**src/rtl/swap_register_bank_pkg.sv**
```systemverilog
// Shared definitions for the swap register bank: command opcodes, FSM states
// and the index-width helper.
package swap_pkg;

  localparam logic [1:0] OP_NOP    = 2'b00;
  localparam logic [1:0] OP_LOAD   = 2'b01;
  localparam logic [1:0] OP_SWAP   = 2'b10;
  localparam logic [1:0] OP_ROTATE = 2'b11;

  typedef enum logic [1:0] {
    IDLE  = 2'b00,
    SWAP1 = 2'b01,
    SWAP2 = 2'b10
  } state_t;

  // A bank of two entries still needs one index bit.
  function automatic int idx_w(input int depth);
    return (depth <= 2) ? 1 : $clog2(depth);
  endfunction

endpackage

```
**src/rtl/swap_register_bank.sv**
```systemverilog
// Bank of DEPTH registers driven by a command port (LOAD / SWAP / ROTATE / NOP),
// with a registered read port and a completed-swap counter.
module swap_register_bank
  import swap_pkg::*;
#(
  parameter  int N     = 8,
  parameter  int DEPTH = 4,
  parameter  int CNT_W = 16,
  localparam int IDX_W = idx_w(DEPTH)
) (
  input  logic             clk,
  input  logic             reset,
  // Handshake: a command is taken on a rising edge where cmd_valid && cmd_ready;
  // the command fields are sampled only on that edge.
  input  logic             cmd_valid,
  output logic             cmd_ready,
  input  logic [1:0]       cmd_op,
  input  logic [IDX_W-1:0] cmd_idx_a,
  input  logic [IDX_W-1:0] cmd_idx_b,
  input  logic [N-1:0]     cmd_data,
  output logic             done,
  output logic             err,
  input  logic [IDX_W-1:0] rd_idx,
  output logic [N-1:0]     rd_data,
  output logic [CNT_W-1:0] swap_count,
  output logic [1:0]       dbg_state
);

  logic [N-1:0]     r_bank [DEPTH];
  logic [N-1:0]     r_tmp;
  logic [N-1:0]     r_rd_data;
  logic [CNT_W-1:0] r_count;
  logic [IDX_W-1:0] r_a;
  logic [IDX_W-1:0] r_b;
  logic             r_done;
  logic             r_err;
  state_t           r_state;

  logic w_a_ok;
  logic w_b_ok;
  logic w_rd_ok;

  // DEPTH need not be a power of two, so every index is range-checked.
  assign w_a_ok  = ({1'b0, cmd_idx_a} < (IDX_W+1)'(DEPTH));
  assign w_b_ok  = ({1'b0, cmd_idx_b} < (IDX_W+1)'(DEPTH));
  assign w_rd_ok = ({1'b0, rd_idx}    < (IDX_W+1)'(DEPTH));

  assign cmd_ready  = (r_state == IDLE) && !reset;
  assign done       = r_done;
  assign err        = r_err;
  assign rd_data    = r_rd_data;
  assign swap_count = r_count;
  assign dbg_state  = r_state;

  always_ff @(posedge clk) begin
    if (reset) begin
      for (int i = 0; i < DEPTH; i++) r_bank[i] <= '0;
      r_tmp     <= '0;
      r_rd_data <= '0;
      r_count   <= '0;
      r_a       <= '0;
      r_b       <= '0;
      r_done    <= 1'b0;
      r_err     <= 1'b0;
      r_state   <= IDLE;
    end else begin
      r_done    <= 1'b0;
      r_err     <= 1'b0;
      r_rd_data <= w_rd_ok ? r_bank[rd_idx] : '0;
      case (r_state)
        IDLE: begin
          if (cmd_valid) begin
            case (cmd_op)
              OP_LOAD: begin
                if (w_a_ok) begin
                  r_bank[cmd_idx_a] <= cmd_data;
                  r_done            <= 1'b1;
                end else begin
                  r_err <= 1'b1;
                end
              end
              OP_SWAP: begin
                if (w_a_ok && w_b_ok) begin
                  r_a     <= cmd_idx_a;
                  r_b     <= cmd_idx_b;
                  r_state <= SWAP1;
                end else begin
                  r_err <= 1'b1;
                end
              end
              OP_ROTATE: begin
                // Rotate toward index 0; entry 0 wraps to the top.
                for (int i = 0; i < DEPTH; i++) r_bank[i] <= r_bank[(i + 1) % DEPTH];
                r_done <= 1'b1;
              end
              default: r_done <= 1'b1;
            endcase
          end
        end
        SWAP1: begin
          r_tmp       <= r_bank[r_a];
          r_bank[r_a] <= r_bank[r_b];
          r_state     <= SWAP2;
        end
        SWAP2: begin
          r_bank[r_b] <= r_tmp;
          r_count     <= r_count + CNT_W'(1);
          r_done      <= 1'b1;
          r_state     <= IDLE;
        end
        default: r_state <= IDLE;
      endcase
    end
  end

endmodule
```
**config.mk**
```make
export PLATFORM = sky130hd
export DESIGN_NAME = swap_register_bank
export DESIGN_NICKNAME = d
export VERILOG_FILES = /design/src/rtl/swap_register_bank_pkg.sv /design/src/rtl/swap_register_bank.sv
export SDC_FILE = /design/constraint.sdc
export NUM_CORES = 1
export LEC_CHECK = 0
export ABC_AREA = 1
export BUFFER_PORTS_ARGS = -buffer_cell sky130_fd_sc_hd__buf_2
export CORE_ASPECT_RATIO = 1.4
export CORE_MARGIN = 2
export CORE_UTILIZATION = 45
export CTS_CLUSTER_DIAMETER = 100
export CTS_CLUSTER_SIZE = 28
export DETAILED_ROUTE_END_ITERATION = 8
export REMOVE_ABC_BUFFERS = 1
export SYNTH_ARGS = -nofsm -noshare
export SYNTH_HDL_FRONTEND = slang
export SYNTH_SLANG_ARGS = --single-unit
export TNS_END_PERCENT = 10
```
**constraint.sdc**
```tcl
create_clock -name clk -period 4.9 [get_ports clk]
set_input_delay 1.47 -clock clk [delete_from_list [all_inputs] [get_ports clk]]
set_output_delay 1.47 -clock clk [all_outputs]
set_load 0.005 [all_outputs]
```
## Word level (Yosys, flattened, before mapping)

Memory sizes are Yosys's and may differ from the RTL's. A register that Yosys moved wholly into a read port is not among the register bits.
Index checks and enable logic that the tools add are counted.

- Register bits after elaboration: 23
- Memories kept: 1
- Bits in writable memories: 32
- Bits of input ports: 19
- Logic and storage cells: 65

Memory list:

| name | depth | bits a word | read ports | clocked after Yosys merged registers in | write ports | line | source |
|---|---|---|---|---|---|---|---|
| r_bank | 4 | 8 | 7 | 3 | 4 | swap_register_bank.sv:29 | `logic [N-1:0] r_bank [DEPTH];` |

- Reduce and logical (&&, ||, !) cells: 8
- Eq/ne operators: 7
- Bitwise logic cells: 4
- Muxes and demuxes: 39
- Add/subtract/negate cells: 1

Operator list:

| operator | count |
|---|---|
| $mux W8 | 7 |
| $reduce_or A8 Y1 | 3 |
| $mux W1 | 23 |
| $add A16 B1 Y16 const B | 1 |
| $mux W2 | 7 |
| $eq A2 B2 Y1 const B | 3 |
| $eq A2 B1 Y1 const B | 2 |
| $or A1 B1 Y1 | 4 |
| $pmux W2 S2 | 1 |
| $reduce_and A3 Y1 | 1 |
| $logic_not A2 Y1 | 1 |
| $ne A2 B1 Y1 const B | 1 |
| $ne A2 B2 Y1 const B | 1 |
| $pmux W1 S2 | 1 |
| $reduce_and A2 Y1 | 1 |
| $logic_and A1 B1 Y1 | 1 |
| $logic_not A1 Y1 | 1 |

## Longest topological paths before layout

- Word-level depth: 10
- Mapped depth: 11
- Mapped depth without buffers: 10

## Least setup slack after synthesis

Ideal clock, no wire load.

- Path kind: input port to output port
- Start: input reset
- End: output cmd_ready
- Required time: 3430 ps
- Slack: 1442 ps
- Arrival time: 1988 ps
- Stages: 3
- Path buffers: 2
- Path through: buf_4 > clkbuf_1 > nor3_1

- Longest elaborated chain between the ends: 2

Ends and longest elaborated chain:

| what | line | source |
|---|---|---|
| start, declared | swap_register_bank.sv:12 | `input logic reset,` |
| $logic_not A1 Y1 | swap_register_bank.sv:48 | `assign cmd_ready = (r_state == IDLE) && !reset;` |
| $logic_and A1 B1 Y1 | swap_register_bank.sv:48 |  |
| end, declared | swap_register_bank.sv:16 | `output logic cmd_ready,` |

Every way passes these cells.

## Worst setup path after layout

Same ends and word-level chain as after synthesis.

==> metrics.cfg <==
[timing]
fin_crit_sh_pct = 73.2
hold_viol_final = 0
finalWorstSetupSlack_ns = 1.31
grt_setup_unrepaired = no
slew_headroom_pct = 17.2
fin_setup_tns_ns = 0
slew_viol_final = 0
finClkSkew_ns = 0.00595
max_freq_mhz = 279
tightest_slew_ns = 1.24
fin_crit_ns = 3.59
finalSetupViolations = 0

[pwr]
clockPowerShare_pct = 43.8
seqPwrFrac_pct = 46.4
comb_power_share_pct = 9.8
internal-power_mw = 1.12
power.density_nw_per_um2 = 324
power.switching_uw = 393
p_sw_share_pct = 26.0
ir_drop_uv = 249
p_leak_nw = 2.16

[detailed_routing]
detail_route.wl_per_cell_um = 17.3
drt-initial-drc-count = 265
drc_errors = 0
vias = 4075
routed_wirelength_mm = 12.8
viasPerCell = 5.50
drtAntennaViolNets = 0
drt_first_pass_iters = 5

[floorplan]
core-area_um2 = 8980
initial_core_util_pct = 46.0
num_rows = 41
fp.dieH_um = 117
dieArea_um2 = 9980
num_io_pins = 48
die_w_um = 85.0

[cts]
cts_made_buffers = 9
cts_tree = built
clockBufferDepth = 2
post_cts.repair.setup_buffers = 0
ctsRootBufferMaster = clkbuf_16
clk_latency_ns = 0.34
ctsHoldBuffers = 0
htreeDepth = 3
clk_pin_slew_worst_paths_ns = 0.06
cts_resized = 0
numClockSinks = 73

[global_route]
globalRouteTotalUtil_pct = 25.8
grt_pass1_wl_mm = 19.7
grt_pass1_vias = 3752
grt_max_degree = 33
antenna_found_initial = 0
grt_overflow_total = 0

[worst_setup_path]
crit_chain = buf_2 > buf_4 > nor3_1 > buf_2
required_ns = 3.43
crit_fanout = 26
crit_top_cell = buf_2
path_buf_inv = 3
cp-start-kind = primary input
reg2reg_slack_ns = 2.32
crit_type = primary input to output port
crit_path_max_incr_delay_ns = 0.23
cp-end-kind = output port
slowest_stage = buf_4
worstPathArrival_ns = 2.12
cpLargestDelayFamily = buffers and inverters

[status]
status = finished, final reports clean

[layout]
drive_above_1_share_pct = 12.0
antenna_cells = 0
fin_nets = 649
area_growth_pct = 12.7
fin_util_pct = 51.9

[yosys]
ys_seq_area_share_pct = 43.1
netlist_area_um2 = 4130
ys_types = 27
synth_seq_cells = 73
synth_cells = 600
synth_area_per_cell_um2 = 6.89
yosys_warnings = 0

[place]
gp_congestion = 0.902
hpwl_mm = 9.64
port-buffer-count = 46
place_ws_ns = 1.11

[hold_path]
hp-class = flip-flop to flip-flop

[run]
maxCapViolations = 0

## cells by family (layout without fill, tap and decap cells)
kind of cell               count (synthesis)  after routing  synth area share, %
AOI/OAI and AO/OA                        126            126                 15.6
xor gates and xnor gates                   1              1                0.212
adders and majority gates                  1              1                0.303
buffers and inverters                    117            151                 11.5
DFF                                       73             73                 43.1
other                                      1              1               0.0907
and+or+nand+nor                          281            281                 29.2
## cell usage after synthesis
master      n  area (um2)
a21oi_1    68         340
a21oi_4     1        16.3
a31oi_1     2        12.5
buf_2       3        15.0
buf_4       5        37.5
buf_6       2        22.5
clkbuf_1   19        71.3
clkinv_1    1        3.75
conb_1      1        3.75
dfxtp_1    41         821
edfxtp_1   32         961
ha_1        1        12.5
inv_1      84         315
inv_2       3        11.3
nand2_1   167         627
nand2_2     4        25.0
nand3_1    65         325
nand3_2     1        10.0
nand4_1     4        25.0
nor2_1     26        97.6
nor2_2      2        12.5
nor2_4      3        33.8
nor3_1      7        35.0
nor3b_1     1        7.51
o21ai_0    55         275
or2_1       1        6.26
xor2_1      1        8.76
## power groups by stage
stage | Combinational [mW] | Clock (mW) | Sequential, mW
final | 0.148 | 0.662 | 0.700
after floorplan | 0.0907 | 0 | 0.695
after global routing | 0.165 | 0.689 | 0.701
after CTS | 0.147 | 0.673 | 0.699
after global placement | 0.145 | 0 | 0.713
after detailed placement | 0.146 | 0 | 0.712
## routing by layer
layer | vias up | routed length [um] | GRT usage (%)
li1 | 1994 | - | -
met1 | 1852 | 4940 | 29.6
met2 | 175 | 6490 | 43.6
met3 | 54 | 595 | 4.01
met4 | 0 | 787 | 16.7
met5 | - | 0 | 0
## area by class of cell
cell class	instances	area, um2
Inverter	88	330
Timing Repair Buffer	47	238
Fill cell	907	4320
Sequential cell	73	1780
Multi-Input combinational cell	410	1880
Clock buffer	11	243
Clock inverter	5	55.1
Tap cell	107	134
## layout by cell type, fill, tap and decap left out
cell type	netlist	final
or2_1	1	1
nand4_1	4	4
nand2_2	4	4
nand3_2	1	1
xor2_1	1	1
dfxtp_1	41	41
conb_1	1	1
nor3b_1	1	1
ha_1	1	1
inv_2	3	3
clkbuf_16	0	9
bufinv_16	0	1
nand2_1	167	167
nor2_1	26	25
clkinv_4	0	1
a31oi_1	2	2
inv_1	84	84
clkinv_2	0	1
edfxtp_1	32	32
clkbuf_8	0	1
nor3_1	7	7
nor2_4	3	3
o21ai_0	55	55
nand3_1	65	65
clkinv_1	1	2
nor2_2	2	3
buf_2	3	46
clkinvlp_4	0	1
a21oi_4	1	1
a21oi_1	68	68
clkbuf_1	19	1
buf_4	5	1
## sequential cells by signal, summed over array words and instances (netlist names), named ones only
register / flops
r_bank: 32
swap_count: 16
r_tmp: 8
rd_data: 8
dbg_state: 2
r_a: 2
r_b: 2
done: 1
## worst paths after layout
path | start | to | depth (start not counted)
worst min-delay path | swap_count[6]$_SDFFE_PP0N_ | swap_count[6]$_SDFFE_PP0N_ | 2
worst min register to register | swap_count[6]$_SDFFE_PP0N_ | swap_count[6]$_SDFFE_PP0N_ | 2
worst max register to register | dbg_state[0]$_SDFFE_PP0P_ | r_bank[2][5]$_DFFE_PP_ | 9
worst max-delay path | reset | cmd_ready | 4
## tightest hold or removal path, stage by stage (launching register included)
cell and delay [ns]:
dfxtp_1 0.32, inv_1 0.07, a21oi_1 0.06
## through the flow
step | power (mW) | hold slack [ns] | std cells | cell area, um2
4_1_cts | 1.52 | 0.499 | 741 | 4660
3_5_place_dp | 0.858 | 0.487 | 725 | 4360
5_1_grt | 1.56 | 0.523 | 741 | 4660
6_report | 1.51 | 0.496 | 741 | 4660
3_3_place_gp | 0.858 | 0.482 | 725 | 4360
2_1_floorplan | 0.786 | 0.476 | 571 | 3990
Note: power is estimated with default switching activity, not from simulation.
